**config.mk**
```make
export PLATFORM = sky130hd
export DESIGN_NAME = multi_debouncer
export DESIGN_NICKNAME = d
export VERILOG_FILES = /design/src/rtl/multi_debouncer.sv
export SDC_FILE = /design/constraint.sdc
export NUM_CORES = 1
export LEC_CHECK = 0
export ABC_AREA = 1
export ABC_CLOCK_PERIOD_IN_PS = 2000
export BUFFER_PORTS_ARGS = -buffer_cell sky130_fd_sc_hd__buf_2
export CELL_PAD_IN_SITES_DETAIL_PLACEMENT = 1
export CELL_PAD_IN_SITES_GLOBAL_PLACEMENT = 1
export CORE_MARGIN = 2
export CORE_UTILIZATION = 25
export DETAILED_ROUTE_END_ITERATION = 10
export PLACE_DENSITY_LB_ADDON = 0.15
export SLEW_MARGIN = 20
export SYNTH_ARGS = -nofsm -noshare
export SYNTH_HDL_FRONTEND = slang
export SYNTH_SLANG_ARGS = --single-unit
```
**constraint.sdc**
```tcl
create_clock -name clk -period 2 [get_ports clk]
set_clock_uncertainty 0.15 [all_clocks]
set_input_delay 0.1 -clock clk [delete_from_list [all_inputs] [get_ports clk]]
set_output_delay 0.1 -clock clk [all_outputs]
set_load 0.01 [all_outputs]
```
**src/rtl/multi_debouncer.sv**
```systemverilog
// multi_debouncer: CHANNELS independent debouncers. Each channel changes its
// registered output only after STABLE_CYCLES consecutive samples that differ
// from it. Each change raises a one-cycle rise or fall pulse.
// Optional macro DEBOUNCE_SYNC_EN inserts a 2-flop synchronizer on every
// input bit. This adds 2 cycles of latency and delays the initial capture to
// the 3rd edge after reset.
// Reset is synchronous and active-high on port reset.
module multi_debouncer #(
  parameter int CHANNELS      = 4,
  parameter int CNT_W         = 4,
  parameter int STABLE_CYCLES = 3
) (
  input  logic                clk,
  input  logic                reset,
  input  logic [CHANNELS-1:0] sig_in,
  output logic [CHANNELS-1:0] sig_out,
  output logic [CHANNELS-1:0] rise,
  output logic [CHANNELS-1:0] fall,
  output logic                busy
);

  typedef enum logic [1:0] {
    ST_INIT,
    ST_STABLE,
    ST_COUNTING
  } state_t;

  // The counter value reached just before the final confirming sample.
  localparam logic [CNT_W-1:0] CNT_LAST = CNT_W'(STABLE_CYCLES - 1);
  // With a one-sample threshold there is nothing to count.
  localparam bit SINGLE_SAMPLE = (STABLE_CYCLES == 1);

  state_t              state_q [CHANNELS];
  state_t              state_d [CHANNELS];
  logic [CNT_W-1:0]    cnt_q   [CHANNELS];
  logic [CNT_W-1:0]    cnt_d   [CHANNELS];
  logic [CHANNELS-1:0] out_d;
  logic [CHANNELS-1:0] rise_d;
  logic [CHANNELS-1:0] fall_d;
  logic [CHANNELS-1:0] sample;
  logic                capture_en;

`ifdef DEBOUNCE_SYNC_EN
  logic [CHANNELS-1:0] sync1_q;
  logic [CHANNELS-1:0] sync2_q;
  logic [1:0]          warm_q;

  // Two-flop synchronizer, plus a warm-up count that holds INIT until valid data leaves the synchronizer.
  always_ff @(posedge clk) begin
    if (reset) begin
      sync1_q <= '0;
      sync2_q <= '0;
      warm_q  <= '0;
    end else begin
      sync1_q <= sig_in;
      sync2_q <= sync1_q;
      if (warm_q != 2'd2) warm_q <= warm_q + 2'd1;
    end
  end

  assign sample     = sync2_q;
  assign capture_en = (warm_q == 2'd2);
`else
  assign sample     = sig_in;
  assign capture_en = 1'b1;
`endif

  // Per-channel next-state, counter, output level and edge pulses.
  always_comb begin
    // NOTE: every signal driven here gets a default first, so no path leaves
    // a value unassigned and no latch is inferred.
    out_d  = sig_out;
    rise_d = '0;
    fall_d = '0;
    for (int i = 0; i < CHANNELS; i++) begin
      state_d[i] = state_q[i];
      cnt_d[i]   = cnt_q[i];
      unique case (state_q[i])
        ST_INIT: begin
          if (capture_en) begin
            out_d[i]   = sample[i];
            cnt_d[i]   = '0;
            state_d[i] = ST_STABLE;
          end
        end
        ST_STABLE: begin
          cnt_d[i] = '0;
          if (sample[i] != sig_out[i]) begin
            if (SINGLE_SAMPLE) begin
              out_d[i]  = sample[i];
              rise_d[i] = sample[i];
              fall_d[i] = ~sample[i];
            end else begin
              cnt_d[i]   = CNT_W'(1);
              state_d[i] = ST_COUNTING;
            end
          end
        end
        ST_COUNTING: begin
          if (sample[i] == sig_out[i]) begin
            cnt_d[i]   = '0;
            state_d[i] = ST_STABLE;
          end else if (cnt_q[i] == CNT_LAST) begin
            out_d[i]   = sample[i];
            rise_d[i]  = sample[i];
            fall_d[i]  = ~sample[i];
            cnt_d[i]   = '0;
            state_d[i] = ST_STABLE;
          end else begin
            cnt_d[i] = cnt_q[i] + CNT_W'(1);
          end
        end
        default: begin
          cnt_d[i]   = '0;
          state_d[i] = ST_INIT;
        end
      endcase
    end
  end

  // State, counter and output registers; reset discards any count in progress.
  always_ff @(posedge clk) begin
    // NOTE: sequential state uses non-blocking assignments, so every register
    // samples pre-edge values regardless of statement order.
    if (reset) begin
      for (int i = 0; i < CHANNELS; i++) begin
        state_q[i] <= ST_INIT;
        cnt_q[i]   <= '0;
      end
      sig_out <= '0;
      rise    <= '0;
      fall    <= '0;
    end else begin
      for (int i = 0; i < CHANNELS; i++) begin
        state_q[i] <= state_d[i];
        cnt_q[i]   <= cnt_d[i];
      end
      sig_out <= out_d;
      rise    <= rise_d;
      fall    <= fall_d;
    end
  end

  // busy: any channel part-way through confirming a change.
  always_comb begin
    busy = 1'b0;
    for (int i = 0; i < CHANNELS; i++) begin
      busy = busy | (cnt_q[i] != '0);
    end
  end

endmodule

```
==> results_dict.tcl, run 1 <==
set metrics [dict create \
    outcome "complete, no violations" \
    die-area_mm2 0.00943 \
    use_met3 0.0273 \
    final_util 0.302 \
    antenna_found_initial 0 \
    grt_pass1_wl_um 8380 \
    drive_above_1_share 0.191 \
    power_leakage_nw 1.14 \
    final.fill_count 1030 \
    cts_buffers 5 \
    clock_path_buffers 2 \
    finalCriticalPeriod_ns 1.68 \
    rows 33 \
    htreeDepth 2 \
    rsz0062_at_grt "no" \
    ys_types 29 \
    dp_hpwl_um 3470 \
    finalNonFillerCells 404 \
    hp-class "input port to flop" \
    worstMarginPinSlew_ns 0.366 \
    busiest_layer "met2" \
    crit_path_start_kind "flop" \
    fin_nets 333 \
    drc 0 \
    path_max_fanout 4 \
    cp.arrival_ns 1.43 \
    crit_required_ns 1.75 \
    fin_hold_ws_ns 0.0105 \
    grtUsageTotal 0.109 \
    hold_viol_final 0 \
    initial_core_util 0.261 \
    grtUsageMet1 0.147 \
    cts_root_buf "clkbuf_8" \
    fin_tns_setup_ns 0 \
    syn_nets 307 \
    ios 19 \
    netlist_area_mm2 0.00217 \
    cts_resized 0 \
    cts_setup_buffers 0 \
    grtUsageMet2 0.166 \
    clkTransAtPathRegs_ns 0.08 \
    n_antenna_cell 0 \
    end_kind "primary output" \
    fin_crit_sh 0.842 \
    clock_latency_ns 0.29 \
    ys_seq_elements 36 \
    grt_max_degree 19 \
    fp.dieW_um 97.1 \
    first_iter_violations 24 \
    critical_path_class "flop to primary output" \
    relSlewSlack 0.756 \
    maxCapViolations 0 \
    syn_avg_cell_area_um2 7.97 \
    max_freq_mhz 593 \
    setup_viol 0 \
    portBuffers 18 \
    dp.cells 392 \
    vias 1714 \
    clkSinkCount 36 \
    via_per_inst 4.24 \
    areaGrowthSynthToFinish_pct 15.8 \
    total_power_mw 2.97 \
    core_area_mm2 0.00830 \
    ys_warn_count 0 \
    drtAntennaViolNets 0 \
    r2r_setup_slack_ns 0.47 \
    wl_per_cell_um 11.3 \
    yosysSeqAreaShare 0.333 \
    first_pass_iters 3 \
    totalWireLength_um 4580 \
    cellPowerDensity_mw_per_mm2 1190 \
    gr-total-overflow 0 \
    cts_tree "yes" \
    gp_congestion 0.694 \
    synthCells 272 \
    die_h_um 97.1 \
    slew_violations 0 \
    peakVddDrop_mv 0.354 \
    grt_pass1_vias 1812 \
]
==> synth_stat cells <==
library cell,count,area share
nand2_1,40,0.069
inv_1,36,0.062
a21oi_2,1,0.0040
nor3_2,1,0.0046
nand3b_1,1,0.0035
nand2_2,8,0.023
nor3_1,5,0.012
nor3b_1,1,0.0035
nand2_4,5,0.026
nand4_1,5,0.014
xor2_1,3,0.012
nand3_1,22,0.051
ha_1,29,0.17
a21oi_1,16,0.037
o21ai_0,2,0.0046
inv_2,8,0.014
nand3_4,3,0.024
dfxtp_1,36,0.33
nor2_1,25,0.043
nor4_1,7,0.020
clkinv_4,1,0.0040
o21ai_1,1,0.0023
buf_2,1,0.0023
xnor2_1,4,0.016
o21bai_1,4,0.014
inv_4,1,0.0029
buf_6,2,0.010
nand3_2,3,0.014
nand4_2,1,0.0058
==> kinds of logic (layout without fill, tap and decap cells) <==
family                     after synthesis  count (layout)  synth area share
xor gates and xnor gates                 7               7            0.0283
DFF                                     36              36             0.333
adders and majority gates               29              29             0.167
and+or+nand+nor                        127             127             0.314
buffers and inverters                   49              76            0.0958
AOI/OAI and AO/OA                       24              24            0.0618
==> cell usage in the layout, fill, tap and decap left out, types with 4 or more instances in the layout <==
cell type | synthesis | layout
o21bai_1 | 4 | 4
nand2_2 | 8 | 8
inv_2 | 8 | 8
dlygate4sd3_1 | 0 | 4
nand2_1 | 40 | 40
ha_1 | 29 | 29
nor2_1 | 25 | 25
nand3_1 | 22 | 22
nor4_1 | 7 | 7
clkbuf_8 | 0 | 5
nand4_1 | 5 | 5
buf_2 | 1 | 18
nand2_4 | 5 | 5
a21oi_1 | 16 | 16
dfxtp_1 | 36 | 36
xnor2_1 | 4 | 4
nor3_1 | 5 | 5
inv_1 | 36 | 36
==> per-layer routing <==
metal  part of all wire  vias up
li1                   -      921
met4              0.018        0
met5                  0        -
met3              0.035        7
met2               0.43       19
met1               0.52      767
==> what timing repair did <==
action | 4_1_cts | 5_1_grt
endpoints found under the hold margin | 9 | 0
setup endpoints to repair | 0 | 0
hold buffers | 4 | 0
==> worst paths after layout <==
path,endpoint,cells past startpoint,startpoint
setup / recovery,busy,5,cnt_q[2][3]$_SDFF_PP0_
hold / removal,rise[0]$_SDFF_PP0_,2,reset
setup reg to reg,sig_out[0]$_SDFFE_PP0P_,6,state_q[0][0]$_SDFFE_PP0P_
hold reg to reg,cnt_q[1][0]$_SDFF_PP0_,1,cnt_q[1][0]$_SDFF_PP0_
==> power by group <==
| group | internal [mW] | switching [mW] | leakage (nW) | total (mW) |
|---|---|---|---|---|
| combinational | 0.524 | 0.802 | 0.793 | 1.33 |
| sequential | 0.845 | 0.154 | 0.293 | 0.999 |
| clock | 0.370 | 0.278 | 0.0552 | 0.648 |
==> worst max-delay path, cell delays in order, from the launching register on <==
cell	delay (ns)
dfxtp_1	0.32
nor2_1	0.23
inv_1	0.08
nor3_1	0.21
nand4_1	0.13
buf_2	0.17
==> state kept, by name (all words and copies together), names as in the netlist <==
register	cells
state_q	8
fall	4
cnt_q	16
sig_out	4
rise	4
==> layout make-up <==
class / instances / area (µm²) / share of cell area
timing repair buffer: 22 / 130 / 0.0519
inverter: 46 / 180 / 0.0718
sequential: 36 / 721 / 0.287
multi-input combinational: 187 / 1240 / 0.494
clock buffer: 6 / 72.6 / 0.0289
clock inverter: 2 / 35.0 / 0.0140
tap: 105 / 131 / 0.0524
==> through the flow <==
| step | instance area, µm² | setup WS [ns] |
|---|---|---|
| floorplan | 2170 | 0.625 |
| global placement | 2360 | 0.472 |
| detailed placement | 2360 | 0.454 |
| CTS | 2510 | 0.275 |
| global route | 2510 | 0.166 |
| finish | 2510 | 0.315 |
Note: power is estimated with default switching activity, not from simulation.
==> inputs of run 2 (changes only) <==
--- a/config.mk
+++ b/config.mk
@@ -5,8 +5,8 @@
 export SDC_FILE = /design/constraint.sdc
 export NUM_CORES = 1
 export LEC_CHECK = 0
-export ABC_AREA = 1
-export ABC_CLOCK_PERIOD_IN_PS = 2000
+export ABC_AREA = 0
+export ABC_CLOCK_PERIOD_IN_PS = 1640
 export BUFFER_PORTS_ARGS = -buffer_cell sky130_fd_sc_hd__buf_2
 export CELL_PAD_IN_SITES_DETAIL_PLACEMENT = 1
 export CELL_PAD_IN_SITES_GLOBAL_PLACEMENT = 1
==> constraint.sdc (replaced) <==
create_clock -name clk -period 1.64 [get_ports clk]
set_clock_uncertainty 0.15 [all_clocks]
set_input_delay 0.082 -clock clk [delete_from_list [all_inputs] [get_ports clk]]
set_output_delay 0.082 -clock clk [all_outputs]
set_load 0.01 [all_outputs]
==> run 2 against run 1 <==
Count of clock-buffer cells in the layout up 1. Critical path depth is 1 higher. First-iteration DRC count up 13%. Clock power up 6.2%. Hold slack better by 0.095 ns. Highest routed layer unchanged. Utilization increased by 4.4 points. Via count decreased by 7.6%.
==> results_dict.tcl, run 2 <==
set metrics [dict create \
    yosysSeqAreaShare 0.373 \
    crit_top_cell "nor3b_4" \
    first_iter_violations 27 \
    synthCells 206 \
    totalWireLength_um 4290 \
    ys_seq_elements 36 \
    grt_pass1_wl_um 7510 \
    synthTopCellsByCount "dfxtp_1 (36), ha_1 (29), inv_1 (23)" \
    first_pass_iters 4 \
    rows 32 \
    drtAntennaViolNets 0 \
    final_common_cell "dfxtp_1" \
    end_kind "flop" \
    cts_root_buf "clkbuf_8" \
    ys_async_sr_fraction 0 \
    final.fill_count 892 \
    ios 19 \
    critical_path_class "flop to flop" \
    synth_most_common_cell "dfxtp_1" \
    fp.dieW_um 92.0 \
    fin_tns_setup_ns 0 \
    finalCriticalPeriod_ns 1.59 \
    total_power_mw 2.99 \
    drc 0 \
    slew_violations 0 \
    netlist_area_mm2 0.00193 \
    path_buf_inv 1 \
    clkSinkCount 36 \
    gp_congestion 0.731 \
    hp-class "input port to flop" \
    synth_area_leaders "dfxtp_1 (37%), ha_1 (19%), inv_1 (4.5%), nor2_1 (3.7%), xor2_1 (3.6%)" \
    ys_warn_count 0 \
    synth_flop_cell "dfxtp_1" \
    rsz0062_at_grt "yes" \
    drive_above_1_share 0.333 \
    die-area_mm2 0.00846 \
    n_antenna_cell 0 \
    synth_top_area_share 0.373 \
    gr-total-overflow 0 \
    power_leakage_nw 1.13 \
    yosys.area.top_type "dfxtp_1" \
    via_per_inst 4.40 \
    largest_register_ffs 16 \
    clock_latency_ns 0.29 \
    vias 1583 \
    grt_max_degree 20 \
    wl_per_cell_um 11.9 \
    outcome "complete, no violations" \
    ys_types 35 \
    cp_top_family "simple AND/OR/NAND/NOR gates" \
    fin_crit_sh 0.972 \
    cts_tree "yes" \
    final_cell_mix "dfxtp_1 (29), ha_1 (24), buf_4 (19), nor2_1 (18), buf_2 (18)" \
    worstMarginPinSlew_ns 0.502 \
    clock_path_buffers 2 \
    path_max_fanout 6 \
    multi_input_area_mm2 0.00124 \
    regMostFlops "cnt_q" \
    relSlewSlack 0.664 \
    die_h_um 92.0 \
    seq_area_um2 729 \
    crit_path_start_kind "flop" \
    syn_nets 241 \
    htreeDepth 2 \
    maxCapViolations 0 \
    cellPowerDensity_mw_per_mm2 1130 \
    setup_viol 0 \
    peakVddDrop_mv 0.462 \
    grt_pass1_vias 1619 \
    dp_hpwl_um 3130 \
    antenna_found_initial 0 \
    fin_nets 292 \
    cts_buffers 5 \
    slowest_delay_ns 0.34 \
    reg.largest.list "cnt_q (16), state_q (8)" \
    max_freq_mhz 627 \
    syn_avg_cell_area_um2 9.39 \
    synth_edf_count 0 \
    cp.arrival_ns 1.68 \
    areaGrowthSynthToFinish_pct 36.3 \
    crit_slowest_cell "dfxtp_2" \
    initial_core_util 0.254 \
    r2r_setup_slack_ns 0.05 \
    core_area_mm2 0.00761 \
    critical_path.cell_chain "inv_2 -> ha_1 -> nor3b_4 -> nor3b_4 -> a22o_1 -> and3_1" \
    clkTransAtPathRegs_ns 0.08 \
    portBuffers 18 \
    grtUsageTotal 0.111 \
    crit_required_ns 1.72 \
    hold_viol_final 0 \
]
[run 2: changes by cell type after synthesis, moves of 8 or more]
cell | before | now
a21oi_1 | 16 | 0
inv_1 | 36 | 23
inv_2 | 8 | 0
nand2_1 | 40 | 6
nand2_2 | 8 | 0
nand3_1 | 22 | 9
nor3_1 | 5 | 13
[run 2: tightest hold or removal path: stages]
cell and delay [ns]:
buf_2 0.09, xor2_1 0.15, nand3_1 0.13, nor3_1 0.05
[run 2: worst paths after layout]
| check | depth (start not counted) | endpoint | startpoint |
|---|---|---|---|
| max reg2reg | 6 | cnt_q[1][0]$_SDFF_PP0_ | cnt_q[1][0]$_SDFF_PP0_ |
| max | 6 | cnt_q[1][0]$_SDFF_PP0_ | cnt_q[1][0]$_SDFF_PP0_ |
| min | 4 | fall[0]$_SDFF_PP0_ | sig_in[0] |
| min reg2reg | 2 | sig_out[0]$_SDFFE_PP0P_ | sig_out[0]$_SDFFE_PP0P_ |
[run 2: final cells by class]
cell class,count,share of cell area
flip-flops and latches,36,0.277
multi-input cells,143,0.472
repair buffers,47,0.132
clock inverters,1,0.00285
clock buffers,7,0.0327
inverters,24,0.0351
well taps,102,0.0484
[run 2: cells by family after synthesis]
family	Yosys count	synth area share
mux	6	0.0317
buf+inv	27	0.0524
compound gates	23	0.0899
fa+ha+maj	29	0.188
flops	36	0.373
simple gates	72	0.207
xor+xnor	13	0.0589
[run 2: power breakdown]
group / leakage, nW / internal, mW / switching [mW]
logic: 0.787 / 0.564 / 0.635
registers: 0.296 / 0.999 / 0.105
clock network: 0.0445 / 0.342 / 0.346
[run 2: what timing repair did]
item | CTS | global route
buffers inserted | 0 | 3
hold buffers | 5 | 0
resized for setup | 23 | 20
pin swaps | 2 | 9
endpoints found under the hold margin | 12 | 0
endpoints found under the setup margin | 10 | 20
[run 2: through the flow]
step           worst slack (ns)  utilization  area, µm²  instances  hold slack, ns
2_1_floorplan            0.0764            -       1930        206          0.0110
3_3_place_gp            -0.0103        0.306       2330        346           0.157
3_5_place_dp            -0.0290        0.306       2330        346           0.156
4_1_cts                -0.00409        0.333       2540        359           0.106
5_1_grt                 -0.0604        0.347       2640        360           0.149
6_report                 0.0455        0.347       2640        360           0.106
[run 2: layer usage]
| metal | part of all wire | global-route usage | vias to the layer above |
|---|---|---|---|
| li1 | - | - | 803 |
| met1 | 0.50 | 0.145 | 764 |
| met2 | 0.46 | 0.175 | 11 |
| met3 | 0.026 | 0.0296 | 5 |
| met4 | 0.016 | 0.0410 | 0 |
| met5 | 0 | 0 | - |
==> inputs of run 3 (changes only) <==
--- a/config.mk
+++ b/config.mk
@@ -14,6 +14,7 @@
 export CORE_UTILIZATION = 25
 export DETAILED_ROUTE_END_ITERATION = 10
 export PLACE_DENSITY_LB_ADDON = 0.15
+export SETUP_SLACK_MARGIN = 0.05
 export SLEW_MARGIN = 20
 export SYNTH_ARGS = -nofsm -noshare
 export SYNTH_HDL_FRONTEND = slang
==> run 3 against run 2 <==
Utilization grew 1.5 points. Combinational power up 8%. Non-clock buffer count is 4 higher.
==> results_dict.tcl, run 3 (synthesized netlist as in run 2, its figures left out) <==
set metrics [dict create \
    vias 1583 \
    grt_pass1_wl_um 7530 \
    first_pass_iters 2 \
    setup_viol 0 \
    relSlewSlack 0.761 \
    die_h_um 92.0 \
    crit_slowest_cell "dfxtp_2" \
    clkTransAtPathRegs_ns 0.08 \
    areaGrowthSynthToFinish_pct 42.3 \
    gp_congestion 0.731 \
    peakVddDrop_mv 0.521 \
    rows 32 \
    cp_top_family "simple AND/OR/NAND/NOR gates" \
    cts_buffers 5 \
    drc 0 \
    regMostFlops "cnt_q" \
    crit_required_ns 1.68 \
    drive_above_1_share 0.397 \
    initial_core_util 0.254 \
    worstMarginPinSlew_ns 0.357 \
    hold_viol_final 0 \
    min_path_cells 4 \
    multi_input_area_mm2 0.00130 \
    max_freq_mhz 623 \
    finalNonFillerCells 364 \
    end_kind "flop" \
    fin_crit_sh 0.978 \
    final.fill_count 881 \
    cts_tree "yes" \
    final_common_cell "dfxtp_1" \
    fp.dieW_um 92.0 \
    portBuffers 18 \
    via_per_inst 4.35 \
    final_cell_mix "dfxtp_1 (26), ha_1 (22), buf_4 (20), nor2_1 (18), buf_2 (18)" \
    slowest_delay_ns 0.33 \
    htreeDepth 2 \
    cp.arrival_ns 1.64 \
    cts_root_buf "clkbuf_8" \
    outcome "complete, no violations" \
    grt_max_degree 20 \
    seq_area_um2 738 \
    power_leakage_nw 1.16 \
    fin_hold_ws_ns 0.0628 \
    finalCriticalPeriod_ns 1.60 \
    dp_slack_ns -0.0290 \
    r2r_cells 7 \
    clkSinkCount 36 \
    setup_slack_ns 0.0355 \
    reg.largest.list "cnt_q (16), state_q (8)" \
    wl_per_cell_um 12.0 \
    antenna_found_initial 0 \
    hp-class "input port to flop" \
    dp_hpwl_um 3130 \
    n_antenna_cell 0 \
    maxCapViolations 0 \
    ios 19 \
    clock_latency_ns 0.29 \
    fin_nets 296 \
    totalWireLength_um 4370 \
    grtUsageTotal 0.111 \
    drtAntennaViolNets 0 \
    r2r_start "cnt_q[1][0]$_SDFF_PP0_" \
    core_area_mm2 0.00761 \
    hold_start "sig_in[0]" \
    clock_path_buffers 2 \
    worstReg2RegEnd "cnt_q[1][0]$_SDFF_PP0_" \
    critical_path_class "flop to flop" \
    path_max_fanout 6 \
    largest_register_ffs 16 \
    rsz0062_at_grt "yes" \
    gr-total-overflow 0 \
    cellPowerDensity_mw_per_mm2 1130 \
    crit_path_start_kind "flop" \
    first_iter_violations 31 \
    die-area_mm2 0.00846 \
    hold_path_end "fall[0]$_SDFF_PP0_" \
    grt_pass1_vias 1635 \
    path_buf_inv 2 \
    critical_path.cell_chain "inv_2 -> ha_1 -> nor3b_4 -> nor3b_2 -> buf_4 -> a22o_1 -> and3_1" \
    slew_violations 0 \
    total_power_mw 3.11 \
    dp.cells 346 \
    r2r_setup_slack_ns 0.04 \
]
## run 3: repair_timing
action | 4_1_cts | 5_1_grt
setup buffers | 4 | 3
endpoints found under the hold margin | 12 | 0
pin swaps | 4 | 8
hold buffers | 5 | 0
endpoints found under the setup margin | 16 | 21
resized for setup | 29 | 37
## run 3: worst min-delay path, cell delays in order
cell and delay (ns):
buf_2 0.11, xor2_2 0.11, nand3_1 0.12, nor3_1 0.04
## run 3: power by group
part / switching, mW / leakage, nW / total, mW / internal (mW)
sequential: 0.114 / 0.298 / 1.12 / 1.01
clock: 0.349 / 0.0445 / 0.691 / 0.342
combinational: 0.672 / 0.820 / 1.30 / 0.625
total: 1.13 / 1.16 / 3.11 / 1.98
## run 3: cell type report
class                      instances  area share
multi-input combinational        143       0.473
tap                              102      0.0464
clock buffer                       7      0.0314
clock inverter                     1     0.00273
sequential                        36       0.268
inverter                          24      0.0368
timing repair buffer              51       0.141
## run 3: metal layers
layer  up-vias  part of all wire  GRT usage
li1        809                 -          -
met1       758              0.50      0.145
met2        11              0.46      0.177
met3         5             0.026     0.0304
met4         0             0.016     0.0410
met5         -                 0          0
## run 3: metrics by stage
step	utilization	instance area (µm²)	TNS, ns
after floorplan	-	1930	0
after global placement	0.306	2330	-0.0187
after detailed placement	0.306	2330	-0.0662
after CTS	0.341	2600	0
after global routing	0.362	2750	-0.105
final	0.362	2750	0
## run 3: how the worst max path moves through the flow
stage / startpoint / to / slack, ns / depth (start not counted)
after detailed placement: cnt_q[0][0]$_SDFF_PP0_ / state_q[0][0]$_SDFFE_PP0P_ / -0.03 / 7
after floorplan: cnt_q[2][0]$_SDFF_PP0_ / sig_out[2]$_SDFFE_PP0P_ / 0.08 / 4
after CTS: cnt_q[1][1]$_SDFF_PP0_ / busy / 0.008 / 6
after global routing: cnt_q[0][1]$_SDFF_PP0_ / busy / -0.05 / 6
final: cnt_q[1][0]$_SDFF_PP0_ / cnt_q[1][0]$_SDFF_PP0_ / 0.04 / 7
after global placement: cnt_q[0][0]$_SDFF_PP0_ / state_q[0][1]$_SDFFE_PP0P_ / -0.01 / 7
